===== src/rtl/matmul_job_scheduler.sv =====
// rtl/matmul_job_scheduler.sv - job queue and sequencer for the tiled-matmul tile controller
//
// Accepts job descriptors into a circular FIFO, pops one at a time into the
// cfg_* registers, validates the dimensions, drives tile_req while the tile
// controller works, and returns one completion record per job.
//
// Ports:
//   clk, rst                      clock, asynchronous active-high reset
//   job_valid/job_ready, job_*    descriptor push interface (job_ready = !full)
//   cfg_*                         per-job configuration held for the tile controller
//   tile_req                      level request, high only while a job runs
//   start_tile, done_all          controller pulses, only observed while running
//   cmp_valid/cmp_ready, cmp_*    completion record (id, err, tile count)
//   q_level, busy                 queue occupancy and not-idle status

module matmul_job_scheduler #(
   parameter int ADDR_WIDTH = 32,
   parameter int IDX_WIDTH  = 8,
   parameter int ID_WIDTH   = 4,
   parameter int DEPTH      = 4,
   parameter int TIMEOUT    = 1024
) (
   input  logic                        clk,
   input  logic                        rst,
   input  logic                        job_valid,
   output logic                        job_ready,
   input  logic [ID_WIDTH-1:0]         job_id,
   input  logic [IDX_WIDTH-1:0]        job_M,
   input  logic [IDX_WIDTH-1:0]        job_N,
   input  logic [IDX_WIDTH-1:0]        job_K,
   input  logic [IDX_WIDTH-1:0]        job_TM,
   input  logic [IDX_WIDTH-1:0]        job_TN,
   input  logic [IDX_WIDTH-1:0]        job_TK,
   input  logic [ADDR_WIDTH-1:0]       job_baseA,
   input  logic [ADDR_WIDTH-1:0]       job_baseB,
   input  logic [ADDR_WIDTH-1:0]       job_baseC,
   output logic [IDX_WIDTH-1:0]        cfg_M,
   output logic [IDX_WIDTH-1:0]        cfg_N,
   output logic [IDX_WIDTH-1:0]        cfg_K,
   output logic [IDX_WIDTH-1:0]        cfg_TM,
   output logic [IDX_WIDTH-1:0]        cfg_TN,
   output logic [IDX_WIDTH-1:0]        cfg_TK,
   output logic [ADDR_WIDTH-1:0]       cfg_baseA,
   output logic [ADDR_WIDTH-1:0]       cfg_baseB,
   output logic [ADDR_WIDTH-1:0]       cfg_baseC,
   output logic                        tile_req,
   input  logic                        start_tile,
   input  logic                        done_all,
   output logic                        cmp_valid,
   input  logic                        cmp_ready,
   output logic [ID_WIDTH-1:0]         cmp_id,
   output logic [1:0]                  cmp_err,
   output logic [3*IDX_WIDTH-1:0]      cmp_tiles,
   output logic [$clog2(DEPTH):0]      q_level,
   output logic                        busy
);

   localparam int PW = $clog2(DEPTH);
   localparam int LW = PW + 1;
   localparam int TW = 3 * IDX_WIDTH;
   // Idle counter only has to reach TIMEOUT-1.
   localparam int CW = (TIMEOUT > 1) ? $clog2(TIMEOUT) : 1;
   localparam int DW = ID_WIDTH + 6 * IDX_WIDTH + 3 * ADDR_WIDTH;
   localparam logic [LW-1:0] FULL_LVL  = LW'(DEPTH);
   localparam logic [CW-1:0] IDLE_LAST = CW'(TIMEOUT - 1);

   typedef enum logic [1:0] {
      S_IDLE,
      S_CHECK,
      S_RUN,
      S_REPORT
   } state_t;

   state_t state, state_next;

   logic [DW-1:0] mem [DEPTH];
   logic [PW-1:0] wr_ptr, rd_ptr;
   logic [LW-1:0] count;
   logic [TW-1:0] tile_cnt;
   logic [CW-1:0] idle_cnt;
   logic [1:0]    err;

   logic full, push, pop, cfg_bad, run_event, timeout_hit;

   assign full        = (count == FULL_LVL);
   assign push        = job_valid && !full;
   assign pop         = (state == S_IDLE) && (count != '0);
   assign cfg_bad     = (cfg_M == '0) || (cfg_N == '0) || (cfg_K == '0) ||
                        (cfg_TM == '0) || (cfg_TN == '0) || (cfg_TK == '0);
   assign run_event   = start_tile || done_all;
   // done_all wins over a timeout landing in the same cycle.
   assign timeout_hit = !run_event && (idle_cnt == IDLE_LAST);

   assign job_ready = !full;
   assign q_level   = count;
   assign tile_req  = (state == S_RUN);
   assign cmp_valid = (state == S_REPORT);
   assign busy      = (state != S_IDLE);
   assign cmp_tiles = tile_cnt;
   assign cmp_err   = err;

   always_ff @(posedge clk or posedge rst) begin
      if (rst) state <= S_IDLE;
      else     state <= state_next;
   end

   always_comb begin
      state_next = state;
      case (state)
         S_IDLE:   if (pop) state_next = S_CHECK;
         S_CHECK:  state_next = cfg_bad ? S_REPORT : S_RUN;
         S_RUN:    if (done_all || timeout_hit) state_next = S_REPORT;
         S_REPORT: if (cmp_ready) state_next = S_IDLE;
         default:  state_next = S_IDLE;
      endcase
   end

   // Descriptor storage is not reset; only pointers and count define contents.
   always_ff @(posedge clk) begin
      if (push)
         mem[wr_ptr] <= {job_id, job_M, job_N, job_K, job_TM, job_TN, job_TK,
                         job_baseA, job_baseB, job_baseC};
   end

   always_ff @(posedge clk or posedge rst) begin
      if (rst) begin
         wr_ptr    <= '0;
         rd_ptr    <= '0;
         count     <= '0;
         cmp_id    <= '0;
         cfg_M     <= '0;
         cfg_N     <= '0;
         cfg_K     <= '0;
         cfg_TM    <= '0;
         cfg_TN    <= '0;
         cfg_TK    <= '0;
         cfg_baseA <= '0;
         cfg_baseB <= '0;
         cfg_baseC <= '0;
         tile_cnt  <= '0;
         idle_cnt  <= '0;
         err       <= 2'd0;
      end else begin
         if (push) wr_ptr <= wr_ptr + 1'b1;
         if (pop) begin
            rd_ptr <= rd_ptr + 1'b1;
            {cmp_id, cfg_M, cfg_N, cfg_K, cfg_TM, cfg_TN, cfg_TK,
             cfg_baseA, cfg_baseB, cfg_baseC} <= mem[rd_ptr];
         end
         case ({push, pop})
            2'b10:   count <= count + 1'b1;
            2'b01:   count <= count - 1'b1;
            default: count <= count;
         endcase

         case (state)
            S_CHECK: begin
               // Clearing here also gives a bad-config record a zero tile count.
               tile_cnt <= '0;
               idle_cnt <= '0;
               err      <= cfg_bad ? 2'd1 : 2'd0;
            end
            S_RUN: begin
               if (start_tile && (tile_cnt != {TW{1'b1}}))
                  tile_cnt <= tile_cnt + 1'b1;
               if (run_event) idle_cnt <= '0;
               else if (!timeout_hit) idle_cnt <= idle_cnt + 1'b1;
               if (done_all)         err <= 2'd0;
               else if (timeout_hit) err <= 2'd2;
            end
            default: ;
         endcase
      end
   end

endmodule


===== config.mk =====
export PLATFORM = sky130hd
export DESIGN_NAME = matmul_job_scheduler
export DESIGN_NICKNAME = d
export VERILOG_FILES = /design/src/rtl/matmul_job_scheduler.sv
export SDC_FILE = /design/constraint.sdc
export NUM_CORES = 1
export LEC_CHECK = 0
export CAP_MARGIN = 20
export CORE_ASPECT_RATIO = 0.6
export CORE_MARGIN = 2
export CORE_UTILIZATION = 41
export CTS_CLUSTER_DIAMETER = 200
export DETAILED_ROUTE_END_ITERATION = 16
export SYNTH_ARGS = -nofsm -noshare
export SYNTH_HDL_FRONTEND = slang
export SYNTH_SLANG_ARGS = --single-unit

===== constraint.sdc =====
create_clock -name clk -period 6.1 [get_ports clk]
set_input_delay 0.915 -clock clk [delete_from_list [all_inputs] [get_ports clk]]
set_output_delay 0.915 -clock clk [all_outputs]
set_load 0.01 [all_outputs]

# ---- Word-level counts from Yosys, hierarchy flattened
# Memory sizes are Yosys's and may differ from the RTL's. A register that Yosys moved wholly into a read port is not among the register bits.
# Cells that the tools add are included.
dict set report totals {
  register_bits 45
  ram_bits 592
  inputBits 154
  out_inout_bits 181
  elab_cells 73
  n_memories 1
}
dict set report classes {
  n_addsub 6
  n_eq_ne 14
  n_mux 17
  n_reduce_logical 28
}
# name depth word_bits rd rd_clocked_by_memory_dff wr line_no
set mem_list {}
lappend mem_list {mem 4 148 1 1 1 76} ;# logic [DW-1:0] mem [DEPTH];
# op count
set op_table {}
lappend op_table {{8-bit zero test} 6}
lappend op_table {{24-bit case mux with 2 select lines} 1}
lappend op_table {{24-bit by 1-bit adder with 24-bit output, second input constant} 1}
lappend op_table {{24-bit 2-to-1 mux} 1}
lappend op_table {{24-bit != test, second input constant} 1}
lappend op_table {{10-bit 2-to-1 mux} 2}
lappend op_table {{10-bit case mux with 2 select lines} 1}
lappend op_table {{10-bit by 1-bit adder with 10-bit output, second input constant} 1}
lappend op_table {{10-bit == test, second input constant} 1}
lappend op_table {{2-bit 2-to-1 mux} 5}
lappend op_table {{2-bit case mux with 4 select lines} 1}
lappend op_table {{1-bit logical OR} 7}
lappend op_table {{2-bit == test, second input constant} 3}
lappend op_table {{2-bit by 1-bit != test with 1-bit output, second input constant} 3}
lappend op_table {{3-bit case mux with 2 select lines} 1}
lappend op_table {{2-bit AND reduction} 3}
lappend op_table {{2-bit nonzero test} 3}
lappend op_table {{2-bit by 1-bit adder with 2-bit output, second input constant} 2}
lappend op_table {{2-bit by 1-bit == test with 1-bit output, second input constant} 2}
lappend op_table {{1-bit logical AND} 4}
lappend op_table {{1-bit 2-to-1 mux} 4}
lappend op_table {{2-bit case mux with 2 select lines} 1}
lappend op_table {{3-bit by 1-bit adder with 3-bit output, second input constant} 1}
lappend op_table {{3-bit == test, second input constant} 1}
lappend op_table {{other kinds (8)} 9}

# ---- Logic depth before layout (Yosys ltp)
# Gate-level depths: netlist of run 1.
dict set report depth {
  ltp_word 8
  ltp_mapped 12
  mapped_depth_nobuf 10
}

# ---- Worst setup path after synthesis of run 1
# OpenSTA, ideal clock, no wires.
dict set report synth_timing {
  path_type {input to register}
  from {input port job_valid}
  to {memory mem[0][0] in the netlist's numbering, enable pin}
  setup_ns 0.527
  t_arrival_ns 4.345
  required_ns 5.573
  path_slack_ns 1.228
  stages 1
  n_path_buf 0
  path_cell_list {and3_1}
}
dict set report synth_between {
  elab_chain_cells 3
}
# element line_no
set synth_lines {}
lappend synth_lines {{start: declaration} 25} ;# input logic job_valid,
lappend synth_lines {{1-bit logical AND} 86} ;# assign push = job_valid && !full;
lappend synth_lines {{1-bit 2-to-1 mux} 120} ;# if (push)
lappend synth_lines {{1-bit 2-to-1 mux (implied by the code)} 121} ;# mem[wr_ptr] <= {job_id, job_M, job_N, job_K, job_TM, job_TN, job_TK,
lappend synth_lines {{end: declaration} 76}
# No other way between the ends.

# ---- Final worst setup path of run 1
dict set report layout_timing {
  from {register state[0]}
  to {output port tile_req}
}
dict set report layout_between {
  elab_chain_cells 1
}
# element line_no
set layout_lines {}
lappend layout_lines {{start: declaration} 74} ;# state_t state, state_next;
lappend layout_lines {{start signal: assignment} 104} ;# else state <= state_next;
lappend layout_lines {{2-bit == test} 96} ;# assign tile_req = (state == S_RUN);
lappend layout_lines {{end: declaration} 46} ;# output logic tile_req,
# No other way between the ends.

==> results of run 1 <==
sequential cells by signal, indices dropped and copies added, names as in the netlist:
name and cells:
cfg_baseC 32, idle_cnt 10, cfg_N 8, cmp_tiles 24, q_level 3, wr_ptr 2
mem 592, rd_ptr 2, state 2, cmp_err 2, cfg_baseA 32, cmp_id 4
cfg_baseB 32, cfg_K 8, cfg_TN 8, cfg_TK 8, cfg_M 8, cfg_TM 8
report_power, final:
part,switching [mW],internal (mW)
logic,2.78,2.44
registers,0.625,7.17
clock network,1.97,2.64
how the worst min path moves through the flow:
stage | end | slack (ps) | startpoint | cells past startpoint
final | cfg_baseB[15] | 470 | cfg_baseB[15] | 2
after global placement | cfg_baseC[12] | 460 | cfg_baseC[12] | 2
after CTS | cfg_baseA[3] | 480 | cfg_baseA[3] | 2
after detailed placement | cfg_baseC[12] | 460 | cfg_baseC[12] | 2
after floorplan | idle_cnt[9] | 440 | idle_cnt[9] | 1
after global routing | cfg_baseA[3] | 490 | cfg_baseA[3] | 2
cells in the mapped netlist, drive strengths merged (2+ instances only):
| cell | instances | area, sq um |
|---|---|---|
| edfxtp | 592 | 17800 |
| nand2 | 473 | 1780 |
| dfrtp | 193 | 4830 |
| mux4 | 148 | 3330 |
| clkbuf | 42 | 158 |
| buf | 33 | 165 |
| nor2 | 25 | 96.4 |
| o21ai | 17 | 85.1 |
| nor4 | 16 | 115 |
| inv | 15 | 56.3 |
| and3 | 13 | 86.3 |
| ha | 12 | 150 |
| nand4 | 11 | 98.8 |
| a21oi | 10 | 53.8 |
| mux2i | 10 | 100 |
| nand3 | 10 | 50.1 |
| xnor2 | 10 | 87.6 |
| and2 | 6 | 37.5 |
| a31oi | 4 | 31.3 |
| and4 | 4 | 37.5 |
| o211ai | 4 | 30.0 |
| xor2 | 4 | 35.0 |
| nor3 | 3 | 15.0 |
| o31ai | 3 | 22.5 |
| mux2 | 2 | 22.5 |
| nand2b | 2 | 12.5 |
| o311ai | 2 | 17.5 |
| o41ai | 2 | 17.5 |
| or2 | 2 | 12.5 |
| or3 | 2 | 12.5 |
cell type report:
type / count / area (sq um) / share of cell area (%)
well taps: 975 / 1220 / 3.35
clock inverters: 32 / 352 / 0.966
flip-flops and latches: 785 / 22600 / 62.1
clock buffers: 104 / 2060 / 5.67
multi-input cells: 808 / 6500 / 17.9
repair buffers: 351 / 3560 / 9.78
diodes: 7 / 17.5 / 0.0481
inverters: 16 / 68.8 / 0.189
through the flow:
step,worst slack (ps),hold slack (ps),power (mW),cells,utilization [%]
floorplan,1230,443,11.0,1684,-
global placement,2700,461,13.2,2935,47.6
detailed placement,2730,461,13.3,2935,47.6
CTS,3010,477,17.9,3071,50.9
global route,2940,488,18.6,3076,51.0
finish,3050,472,17.6,3078,51.0
tightest hold or removal path: stages, from the launching register on:
cell,delay [ps]
dfrtp_1,340
nand2_1,50
nand2_1,50
kinds of logic after synthesis:
family / share of synthesized area (%)
XOR/XNOR: 0.416
AO/OA/AOI/OAI: 1.15
adder cells (fa/ha/maj): 0.577
AND/OR/NAND/NOR: 8.11
multiplexers: 11.7
flip-flops: 76.7
buffers and inverters: 1.30
layer usage:
metal	vias up	share of wire (%)	GRT usage, %
met4	8	1.5	4.62
met3	80	5.6	4.21
met1	7949	45	25.2
li1	7022	-	-
met2	369	48	28.7
met5	-	0.082	0
==> out/results.tsv, run 1 <==
metric	value	unit
chipHeight	212	um
cts_tree	built	
maxCapViolCount	0	
critical_path.top_delay_family	buffers and inverters	
p_per_area	484	mW/mm^2
cp-endpoint	tile_req	
nNetsFinal	2202	
syn_nets	1851	
avgSynthCellArea	17.5	sq um
setup_tns	0	ps
portBuffers	334	
synth_warnings	0	
cts_htree_levels	3	
worstPathArrival	2130	ps
period_needed	3050	ps
fin_crit_sh	50.0	%
netlist_instances	1684	
drt_iter0_drc	1165	
boundaryPins	335	
drv_slew	0	
final_common_cell	edfxtp_1	
gp_congestion	0.812	
stdcell_area	0.0364	sq mm
required	5180	ps
placementRows	76	
post_dp_cell_area	0.0340	sq mm
initial_utilization	41.3	%
tightest_slew	1120	ps
start_kind	flip-flop	
post_cts_buffers	0	
hp-class	flip-flop to flip-flop	
syn2layout_area_growth	23.5	%
routed_via_density	5.01	
drc	0	
synth.distinct_cells	56	
numCtsBuffers	73	
clk_pin_slew_worst_paths	60	ps
reg2reg_depth	10	
drive_gt1_share	14.2	%
worst-setup-path-type	flip-flop to primary output	
fmax	328	MHz
synth_edf_count	592	
cp_num_cells	3	
ant_nets	0	
die_w	350	um
end_kind	primary output	
grt_max_degree	149	
synth-async-reset-ratio	24.6	%
final_cell_mix	592 x edfxtp_1, 473 x nand2_1, 334 x clkdlybuf4s50_1, 191 x dfrtp_1, 148 x mux4_2	
critPathBufInv	2	
groute.usage.overall	18.0	%
grt_pass1_wl	99700	um
startpoint	state[0]	
fill_cells	5837	
hold_viol_final	0	
outcome	completed	
hold_buffers	0	
leakage	13.2	nW
cpMaxStageDelayCell	clkdlybuf4s50_1	
critPathMaxStageDelay	600	ps
dp_hpwl	38900	um
grt_pass1_vias	16000	
core-area	0.0714	sq mm
rrSetupSlack	3230	ps
rsz0062_at_grt	false	
clk_latency	610	ps
num_vias	15400	
yosysSeqAreaShare	76.7	%
drt_wl_total	65900	um
timing.rr.end	q_level[2]	
root_buffer	clkbuf_16	
r2r_start	state[0]	
overflow	0	
max-vdd-ir-drop	0.352	mV
crit_fanout	7	
setup_violations	0	
avgRoutedWirePerCell	21.4	um
fin_worst_skew	20.9	ps
antenna_found_initial	11	
slew_headroom	24.9	%
synth-seq-cells	785	
dieArea	0.0741	sq mm
dr.pass1.iters	4	
clock_sinks	785	
synth_ff_type	edfxtp_1	
syn_area	0.0295	sq mm
ctsResizeCount	0	
cts_buffer_depth	3	
worstPathCellList	inv_1 -> ha_1 -> clkdlybuf4s50_1	
Power figures use the tool's default switching activity.
==> run 2: changes to the inputs <==
==> constraint.sdc (replaced) <==
create_clock -name clk -period 3 [get_ports clk]
set_input_delay 0.45 -clock clk [delete_from_list [all_inputs] [get_ports clk]]
set_output_delay 0.45 -clock clk [all_outputs]
set_load 0.01 [all_outputs]
==> run 2 against run 1 <==
Via count rose by 2.8%. Core utilization rose by 0.86 points. Sequential share of layout area fell by 1.0 points. Clock skew barely moved. Combinational power rose by 110%. Critical path type unchanged. Critical endpoint is now busy. Highest routed layer unchanged.
==> out/results.tsv, run 2 (same netlist as run 1, synthesis figures left out) <==
metric	value	unit
boundaryPins	335	
end_kind	primary output	
nNetsFinal	2244	
cts_tree	built	
drt_iter0_drc	980	
clock_sinks	785	
hold_viol_final	0	
p_int	25.6	mW
rsz0062_at_grt	false	
hold_buffers	0	
ctsResizeCount	0	
initial_utilization	41.3	%
post_dp_cell_area	0.0345	sq mm
hp-class	primary input to async pin	
stdcell_area	0.0370	sq mm
final_cell_mix	592 x edfxtp_1, 473 x nand2_1, 334 x clkdlybuf4s50_1, 191 x dfrtp_1, 148 x mux4_2	
post_cts_buffers	0	
overflow	0	
timing.hold.ws	168	ps
outcome	completed	
p_seq_share	43.2	%
switchingPower	11.2	mW
start_kind	flip-flop	
cts_htree_levels	3	
clk_pin_slew_worst_paths	60	ps
ant_nets	0	
num_vias	15900	
regMostFlops	mem	
groute.usage.overall	18.2	%
period_needed	2530	ps
drv_slew	0	
fin_crit_sh	84.2	%
root_buffer	clkbuf_16	
swShare	30.4	%
largest_register_ffs	592	
cts_buffer_depth	3	
crit_fanout	5	
drive_gt1_share	15.8	%
avgRoutedWirePerCell	21.3	um
antenna_found_initial	12	
portBuffers	334	
required	2550	ps
placementRows	76	
dr.pass1.iters	5	
slew_headroom	38.8	%
fill_cells	5804	
syn2layout_area_growth	25.6	%
clk_latency	620	ps
grt_max_degree	150	
drc	0	
leakage	13.5	nW
worstPathArrival	2080	ps
multi_input_area	0.00650	sq mm
dp_hpwl	41000	um
routed_via_density	5.09	
max-vdd-ir-drop	0.749	mV
gp_congestion	0.822	
clockPowerShare	26.3	%
numCtsBuffers	75	
core-area	0.0714	sq mm
fin_worst_skew	20.6	ps
die_w	350	um
drt_wl_total	66600	um
setup_violations	0	
maxCapViolCount	0	
worst-setup-path-type	flip-flop to primary output	
dieArea	0.0741	sq mm
grt_pass1_vias	16300	
final_common_cell	edfxtp_1	
grt_pass1_wl	101000	um
tightest_slew	918	ps
chipHeight	212	um
fmax	396	MHz
power_frac_comb	30.5	%
rrSetupSlack	750	ps
p_per_area	994	mW/mm^2
seqCellArea	0.0226	sq mm
run 2: cell type report:
cell class	instances	area share, %
Antenna cell	4	0.0270
Clock buffer	99	5.45
Clock inverter	40	1.36
Inverter	16	0.186
Multi-Input combinational cell	808	17.6
Sequential cell	785	61.1
Tap cell	975	3.30
Timing Repair Buffer	391	11.0
run 2: worst paths after layout:
path                               start       endpoint  cells past startpoint
max                             state[1]           busy                      4
min                                  rst  cfg_baseB[17]                      2
max reg2reg                     state[0]      rd_ptr[1]                      7
min reg2reg                cfg_baseC[16]  cfg_baseC[16]                      2
max in group asynchronous            rst      cfg_TN[6]                      3
min in group clk           job_baseA[16]     mem[1][80]                      1
run 2: per-layer routing:
| layer | vias to the layer above | part of all wire [%] | GRT usage (%) |
|---|---|---|---|
| li1 | 7126 | - | - |
| met1 | 8273 | 44 | 25.2 |
| met2 | 349 | 48 | 29.1 |
| met3 | 102 | 5.4 | 4.40 |
| met4 | 12 | 2.0 | 4.59 |
| met5 | - | 0.13 | 0 |
run 2: worst max-delay path, cell delays in order, from the launching register on:
cell             delay, ps
dfrtp_1                420
inv_1                  100
ha_1                   250
inv_1                  130
clkdlybuf4s50_1        550
run 2: power by group through the flow:
stage / combinational [mW] / clock [mW] / sequential, mW
global route: 12.2 / 10.4 / 16.2
global placement: 11.4 / 0 / 16.0
floorplan: 6.10 / 0 / 16.1
CTS: 11.5 / 9.95 / 15.9
detailed placement: 11.5 / 0 / 16.1
finish: 11.2 / 9.69 / 15.9
run 2: through the flow:
step / utilization, % / power (mW) / setup TNS (ps) / cells / setup WS (ps)
after floorplan: - / 22.2 / -9850 / 1684 / -16.6
after global placement: 48.3 / 27.4 / 0 / 2975 / 589
after detailed placement: 48.3 / 27.6 / 0 / 2975 / 616
after CTS: 51.8 / 37.4 / 0 / 3114 / 415
after global routing: 51.8 / 38.8 / 0 / 3115 / 329
final: 51.8 / 36.8 / 0 / 3118 / 474
